**src/rtl/GAM_package.sv**
```systemverilog
// Shared types for the node allocation scheduler:
// FSM states, op encodings and the default counter table shape.
package GAM_package;

   typedef enum logic [1:0] {
      S_IDLE,
      S_EXEC,
      S_RESP,
      S_CLR
   } state_t;

   localparam logic OP_ALLOC = 1'b0;
   localparam logic OP_QUERY = 1'b1;

   localparam int DEF_NUM_CLASSES = 16;
   localparam int DEF_CNT_W       = 16;

   typedef logic [DEF_CNT_W-1:0] cnt_tbl_t [DEF_NUM_CLASSES];

endpackage

```
**src/rtl/rr_arbiter.sv**
```systemverilog
// Combinational round-robin pick: search starts one past
// the previous winner and wraps around the request vector.
module rr_arbiter #(
   parameter  int NUM_REQ = 4,
   localparam int ID_W    = $clog2(NUM_REQ)
) (
   input  logic [NUM_REQ-1:0] req,
   input  logic [ID_W-1:0]    last_winner,
   output logic [ID_W-1:0]    winner,
   output logic               valid
);

   int idx;

   always_comb begin
      winner = '0;
      valid  = 1'b0;
      idx    = 0;
      for (int k = 1; k <= NUM_REQ; k++) begin
         idx = (int'(last_winner) + k) % NUM_REQ;
         if (!valid && req[ID_W'(idx)]) begin
            valid  = 1'b1;
            winner = ID_W'(idx);
         end
      end
   end

endmodule

```
**src/rtl/node_alloc_scheduler.sv**
```systemverilog
// Shared per-class node counter table; requesters are served one at a
// time (accept, execute, respond) with a saturating allocate or a query.
module node_alloc_scheduler
   import GAM_package::*;
#(
   parameter  int NUM_REQ     = 4,
   parameter  int NUM_CLASSES = 16,
   parameter  int CNT_W       = 16,
   localparam int ID_W        = $clog2(NUM_REQ),
   localparam int CLS_W       = $clog2(NUM_CLASSES)
) (
   input  logic                            clk,
   input  logic                            rst,
   input  logic [NUM_REQ-1:0]              req,
   input  logic [NUM_REQ-1:0]              op,
   input  logic [NUM_REQ-1:0][CLS_W-1:0]   class_id,
   input  logic                            clear,
   output logic [NUM_REQ-1:0]              gnt,
   output logic                            done,
   output logic [ID_W-1:0]                 rsp_id,
   output logic [CNT_W-1:0]                rsp_count,
   output logic                            rsp_sat,
   output logic                            busy
);

   localparam logic [CNT_W-1:0] CNT_MAX = '1;

   state_t            state, state_nx;
   logic [ID_W-1:0]   last_winner, win_idx, winner;
   logic              win_vld, op_q, pend_clr, do_clr;
   logic              in_range, accept;
   logic [CLS_W-1:0]  cls_q;
   logic [CNT_W-1:0]  cur_cnt, nxt_cnt;
   logic [CNT_W-1:0]  tbl [NUM_CLASSES];

   rr_arbiter #(.NUM_REQ(NUM_REQ)) u_arb (
      .req         (req),
      .last_winner (last_winner),
      .winner      (win_idx),
      .valid       (win_vld)
   );

   assign do_clr   = clear | pend_clr;
   assign accept   = (state == S_IDLE) && !do_clr && win_vld;
   assign in_range = (int'(cls_q) < NUM_CLASSES);
   assign busy     = (state != S_IDLE);

   always_comb begin
      cur_cnt = '0;
      if (in_range) cur_cnt = tbl[cls_q];
      nxt_cnt = cur_cnt;
      if (op_q == OP_ALLOC && in_range && cur_cnt != CNT_MAX)
         nxt_cnt = cur_cnt + CNT_W'(1);
   end

   always_ff @(posedge clk or posedge rst) begin
      if (rst) state <= S_IDLE;
      else     state <= state_nx;
   end

   always_comb begin
      state_nx = state;
      unique case (state)
         S_IDLE: begin
            if (do_clr)       state_nx = S_CLR;
            else if (win_vld) state_nx = S_EXEC;
         end
         S_EXEC:  state_nx = S_RESP;
         S_RESP:  state_nx = S_IDLE;
         S_CLR:   state_nx = S_IDLE;
         default: state_nx = S_IDLE;
      endcase
   end

   always_ff @(posedge clk or posedge rst) begin
      if (rst) begin
         last_winner <= ID_W'(NUM_REQ - 1);
         winner      <= '0;
         op_q        <= OP_ALLOC;
         cls_q       <= '0;
         pend_clr    <= 1'b0;
         gnt         <= '0;
         done        <= 1'b0;
         rsp_id      <= '0;
         rsp_count   <= '0;
         rsp_sat     <= 1'b0;
      end else begin
         gnt  <= '0;
         done <= 1'b0;
         if (accept) begin
            winner      <= win_idx;
            last_winner <= win_idx;
            op_q        <= op[win_idx];
            cls_q       <= class_id[win_idx];
            gnt         <= NUM_REQ'(1) << win_idx;
         end
         if (state == S_EXEC) begin
            done      <= 1'b1;
            rsp_id    <= winner;
            rsp_count <= nxt_cnt;
            rsp_sat   <= (nxt_cnt == CNT_MAX);
         end
         // a clear seen mid-transaction is parked until the next IDLE
         if (state == S_CLR)
            pend_clr <= 1'b0;
         else if (clear && (state == S_EXEC || state == S_RESP))
            pend_clr <= 1'b1;
      end
   end

   always_ff @(posedge clk or posedge rst) begin
      if (rst) begin
         for (int i = 0; i < NUM_CLASSES; i++) tbl[i] <= '0;
      end else if (state == S_CLR) begin
         for (int i = 0; i < NUM_CLASSES; i++) tbl[i] <= '0;
      end else if (state == S_EXEC && op_q == OP_ALLOC && in_range) begin
         tbl[cls_q] <= nxt_cnt;
      end
   end

endmodule

```
**config.mk**
```make
export PLATFORM = sky130hd
export DESIGN_NAME = node_alloc_scheduler
export DESIGN_NICKNAME = d
export VERILOG_FILES = /design/src/rtl/GAM_package.sv /design/src/rtl/rr_arbiter.sv /design/src/rtl/node_alloc_scheduler.sv
export SDC_FILE = /design/constraint.sdc
export NUM_CORES = 1
export LEC_CHECK = 0
export BUFFER_PORTS_ARGS = -buffer_cell sky130_fd_sc_hd__buf_2
export CORE_UTILIZATION = 45
export DETAILED_ROUTE_END_ITERATION = 12
export PLACE_DENSITY = 0.62
export SYNTH_ARGS = -nofsm -noshare
export SYNTH_HDL_FRONTEND = slang
export SYNTH_SLANG_ARGS = --single-unit
```
**constraint.sdc**
```tcl
create_clock -name clk -period 20.3 [get_ports clk]
set_input_delay 4.06 -clock clk [delete_from_list [all_inputs] [get_ports clk]]
set_output_delay 4.06 -clock clk [all_outputs]
set_load 0.1 [all_outputs]
```
==> results.tsv, run 1 <==
metric	value	unit
status	finished, final reports clean	
first-pass GRT wire length	57.64	mm
Slew Viols, Final	0	
syn avg cell area	10.65	sq um
first drt pass iteration count	5	
number of enable flip-flop cells after synthesis	0	
Crit Path Class	reg -> out	
reg2reg setup slack	15.05	ns
# diodes	0	
CTS buffer count	31	
Placed Cells	1623	
Final Non-Filler Cells	1679	
root buf cell	clkbuf_16	
worst-path fanout max	3	
final hold violation count	0	
worst rel slew slack	25.92	%
Routed Antenna Nets	0	
Die W	174.4	um
post-synth top area share	54.28	%
Area after DPL	0.01385	sq mm
Vias	9894	
syn nets	1288	
# Max-Cap Violations	0	
Area Growth Syn to Fin	11.07	%
fin crit share	28.57	%
worst endpoint data arrival time	1.74	ns
HP Class	reg -> reg	
Sink Count	292	
Die Y-Extent	174.4	um
DR DRC count	0	
vias in the first global route	9929	
buffers added on ports	51	
Mapped Area	0.01337	sq mm
RSZ-0062 raised after global routing	no	
max frequency	172.4	MHz
drt via density	5.893	
min Tclk post-route	5.800	ns
GRT Overall Usage	24.60	%
CTS tree	done	
Async S/R FF share, synth	100.0	%
initial antenna violation count	0	
Avg WL per Cell	21.64	um
sequential share of the synthesized area	54.67	%
fraction of layout cells with a size suffix above 1	17.84	%
design area	0.01485	sq mm
Synth cell types	62	
row count	62	
H-Tree Depth	1	
pwr/cell area	120.9	mW/mm^2
Yosys reg bits	292	
Initial Utilization	46.21	%
clk slew on worst S/H paths	0.06	ns
hpwl dp	22.62	mm
leakage	6.389	nW
Post-CTS Setup Bufs	0	
post_cts resized	0	
Synth top cells by count	322 x nand2_1, 290 x dfrtp_1, 205 x o21ai_0	
Placer Congestion	0.9523	
I/O pin total	52	
final setup fails	0	
capturing element type of the critical path	output port	
Layout Nets	1304	
Worst EP required	16.24	ns
largest net degree at the start of global routing	171	
DR iter-0 viols	948	
cell with the most instances after synthesis	nand2_1	
VDD IR max	0.0001378	V
core area	0.02894	sq mm
Post-Route Utilization	51.32	%
Yosys top cell by area	dfrtp_1	
Clock Skews	0.02672	ns
latest clock arrival within the worst-skew pair	0.58	ns
Die ar.	0.03040	sq mm
top cells by area, synth	dfrtp_1 54%, mux4_2 10%, nand2_1 9.0%	
dominant synthesized flop cell	dfrtp_1	
Setup TNS	0	ns
Worst Tran Pin Value	1.111	ns
Yosys warning count	0	
Critical Path Source Type	flop	
total grt overflow	0	
clock buffer depth	3	
cell count after synthesis	1256	
total wire length	36.34	mm
Hold-fix buffers, CTS	0	
[sequential cells by signal, summed over array words and instances, names as in the netlist]
| signal | cells |
|---|---|
| cls_q | 4 |
| done | 1 |
| gnt | 4 |
| last_winner | 2 |
| op_q | 1 |
| pend_clr | 1 |
| rsp_count | 16 |
| rsp_id | 2 |
| rsp_sat | 1 |
| state | 2 |
| tbl | 256 |
| winner | 2 |
[through the flow]
step | setup slack (ns) | power [mW] | hold WS, ns
3_5_place_dp | 14.46 | 1.239 | 0.4634
2_1_floorplan | 8.181 | 1.095 | 0.4413
4_1_cts | 14.49 | 1.799 | 0.4776
3_3_place_gp | 14.46 | 1.233 | 0.4557
6_report | 14.50 | 1.795 | 0.4753
5_1_grt | 14.42 | 1.864 | 0.4873
[routing by layer]
metal  share of wire (%)  track usage, %
met1                  46           36.29
met2                  46           37.95
met3                 6.3           3.653
met4                 2.3           6.835
met5                   0               0
[placed cells by master (no fill, tap or decap), types with 6 or more instances in the layout]
master / Yosys / routed
clkinv_2: 0 / 6
nor2_1: 26 / 25
o21ai_1: 60 / 60
and4_1: 6 / 6
a21oi_1: 36 / 28
mux2i_1: 15 / 15
nand4_1: 8 / 8
nand2_1: 322 / 322
clkbuf_16: 0 / 31
a21oi_2: 1 / 9
o21ai_0: 205 / 205
mux4_2: 60 / 60
dfrtp_1: 290 / 288
buf_4: 7 / 17
inv_1: 14 / 13
nor2b_1: 11 / 11
clkbuf_1: 48 / 9
nand3_1: 8 / 8
buf_2: 20 / 51
mux2_2: 10 / 10
a22oi_1: 20 / 20
o21ai_2: 9 / 9
[critical path: stages, from the launching register on]
cell and delay, ns:
dfrtp_1 0.38, inv_1 0.08, ha_1 0.24, inv_1 0.06
buf_2 0.41
[cell type report]
class                           instances  area, sq um
Clock inverter                         12        135.1
Inverter                               14        60.06
Timing Repair Buffer                   69        402.9
Fill cell                            2615        14080
Sequential cell                       292         7315
Clock buffer                           44        864.6
Tap cell                              384        480.5
Multi-Input combinational cell        864         5593
[cell families (layout without fill, tap and decap cells)]
logic type	after synthesis	count (layout)	share of synthesized area, %
AND/OR/NAND/NOR	407	407	12.82
AO/OA/AOI/OAI	358	358	14.91
flip-flops	292	292	54.67
buffers and inverters	100	139	3.940
multiplexers	88	88	12.58
XOR/XNOR	6	6	0.6176
adder cells (fa/ha/maj)	5	5	0.4679
[where the power goes]
group	internal (mW)	leakage [nW]	total, mW	switching (mW)
Sequential	0.623	4.02	0.683	0.0604
Clock	0.323	0.492	0.563	0.240
Combinational	0.135	1.88	0.549	0.415
[path summary, 6_finish.rpt]
path                       startpoint  endpoint  depth (start not counted)
max                          state[0]      busy                          4
min                          tbl[165]  tbl[165]                          2
max reg2reg                  cls_q[0]   rsp_sat                         13
min reg2reg                  tbl[165]  tbl[165]                          2
max in group asynchronous         rst  cls_q[0]                          3
min in group asynchronous         rst   tbl[27]                          2
Power figures use the tool's default switching activity.
==> run 2: changes to the inputs <==
==> constraint.sdc (replaced) <==
create_clock -name clk -period 5.4 [get_ports clk]
set_input_delay 1.08 -clock clk [delete_from_list [all_inputs] [get_ports clk]]
set_output_delay 1.08 -clock clk [all_outputs]
set_load 0.1 [all_outputs]
==> results.tsv, run 2 (synthesis results as in run 1) <==
metric	value	unit	change
# diodes	0		unchanged
R2R Path Start	cls_q[0]		
Setup TNS	0	ns	unchanged
Switch Pwr	2.669	mW	+270%
worst rel slew slack	23.12	%	-2.8 points
commonest non-fill, non-tap cell in the layout	nand2_1		
Post-Route Utilization	51.89	%	+0.57 points
leakage	6.492	nW	+1.6%
max frequency	237.2	MHz	
Routed Antenna Nets	0		unchanged
H-Tree Depth	1		unchanged
Top Registers	tbl (256), rsp_count (16)		
VDD IR max	0.0003771	V	+170%
Placed Cells	1637		+0.86%
hpwl dp	23.02	mm	+1.8%
Worst EP required	5.80	ns	-10.44 ns
Reg power frac	37.5	%	-0.6 points
Worst Hold Launch	tbl[53]		
I/O pin total	52		unchanged
Placer Congestion	0.8981		-5.7%
Area after DPL	0.01394	sq mm	+0.63%
hold path depth	2		unchanged
Area Growth Syn to Fin	12.30	%	
Final Non-Filler Cells	1695		+0.95%
RSZ-0062 raised after global routing	no		
fraction of layout cells with a size suffix above 1	18.92	%	+1.1 points
Hold-fix buffers, CTS	0		unchanged
CTS tree	done		
total wire length	36.52	mm	+0.51%
largest net degree at the start of global routing	186		+8.8%
clk slew on worst S/H paths	0.06	ns	about the same
Critical Path Source Type	flop		
status	finished, final reports clean		
buffers added on ports	51		unchanged
Fill cells	2595		-0.76%
Slew Viols, Final	0		unchanged
Worst Reg-to-Reg Cells	9		-4
Die ar.	0.03040	sq mm	unchanged
HP Class	reg -> reg		
Internal	4.214	mW	+290%
vias in the first global route	10020		+0.96%
Initial Utilization	46.21	%	unchanged
Die Y-Extent	174.4	um	unchanged
pwr/cell area	458.5	mW/mm^2	+280%
# Max-Cap Violations	0		unchanged
total grt overflow	0		unchanged
Sink Count	292		unchanged
root buf cell	clkbuf_16		
Clock Skews	0.01708	ns	-0.009642 ns
GRT Overall Usage	24.92	%	+0.32 points
WHS Endpoint	tbl[53]		
Vias	9972		+0.79%
final hold violation count	0		unchanged
row count	62		unchanged
sw frac	38.78	%	-1.1 points
Worst Tran Pin Value	1.153	ns	+0.04193 ns
Multi-input gate area	0.005567	sq mm	-0.47%
commonest non-fill, non-tap cells in the layout	322 x nand2_1, 288 x dfrtp_1, 205 x o21ai_0		
design area	0.01501	sq mm	+1.1%
first drt pass iteration count	5		unchanged
Post-CTS Setup Bufs	0		unchanged
Layout Nets	1318		+1.1%
CTS buffer count	31		unchanged
worst-path fanout max	34		+31
DR DRC count	0		unchanged
reg2reg setup slack	1.18	ns	-13.87 ns
clock buffer depth	3		unchanged
post_cts resized	0		unchanged
latest clock arrival within the worst-skew pair	0.56	ns	-0.02 ns
fin crit share	78.08	%	
Reg area	0.007315	sq mm	unchanged
Avg WL per Cell	21.55	um	-0.44%
core area	0.02894	sq mm	unchanged
max FFs per register	256		unchanged
Clk pwr share	32.3	%	+0.9 points
min Tclk post-route	4.217	ns	
drt via density	5.883		-0.16%
initial antenna violation count	0		unchanged
Critical R2R Capture	tbl[29]		
Gate power share	30.1	%	-0.5 points
DR iter-0 viols	983		+3.7%
Die W	174.4	um	unchanged
capturing element type of the critical path	flop		
first-pass GRT wire length	58.64	mm	+1.7%
Crit Path Class	reg -> reg		
final setup fails	0		unchanged
worst endpoint data arrival time	4.61	ns	+2.87 ns
Most flops, register	tbl		
total power	6.883	mW	+280%
[run 2: per-stage QoR]
step | hold slack, ns | setup WS, ns
final | 0.4744 | 1.183
after detailed placement | 0.4641 | 1.179
after global placement | 0.4562 | 1.227
after global routing | 0.4969 | 0.8191
after CTS | 0.4771 | 1.168
after floorplan | 0.4413 | 0.4465
[run 2: power groups by stage]
stage	clock, mW	combinational (mW)	sequential (mW)
after global placement	0	2.06	2.62
after global routing	2.34	2.21	2.61
after detailed placement	0	2.08	2.62
after CTS	2.26	2.08	2.59
final	2.23	2.07	2.58
after floorplan	0	1.27	2.85
[run 2: final cells by class]
type                       instances  share of cell area (%)
multi-input combinational        864                   37.08
sequential                       292                   48.72
clock buffer                      43                   5.933
tap                              384                   3.200
clock inverter                    15                   1.233
timing repair buffer              83                   3.467
inverter                          14                  0.3750
[run 2: critical path: stages (launching register included)]
cell      delay [ns]
dfrtp_4         0.84
buf_4           0.51
mux4_1          0.64
a22o_1          0.22
a221oi_2        0.35
nor2_1          0.10
nand4_1         0.25
a31oi_1         0.18
nor2_2          0.70
o21ai_0         0.23
[run 2: layer usage]
| layer | GRT usage, % | part of all wire, % | wire (um) |
|---|---|---|---|
| met1 | 36.36 | 44 | 16210 |
| met4 | 7.310 | 2.3 | 854 |
| met2 | 38.23 | 45 | 16610 |
| met5 | 0 | 0 | 0 |
| met3 | 4.353 | 7.8 | 2840 |
[run 2: how the worst max path moves through the flow]
stage	from	to	slack, ns
floorplan	rst	cls_q[0]	0.45
global placement	cls_q[0]	tbl[128]	1.23
detailed placement	cls_q[0]	tbl[128]	1.18
CTS	cls_q[0]	tbl[128]	1.17
global route	cls_q[0]	tbl[13]	0.82
finish	cls_q[0]	tbl[29]	1.18
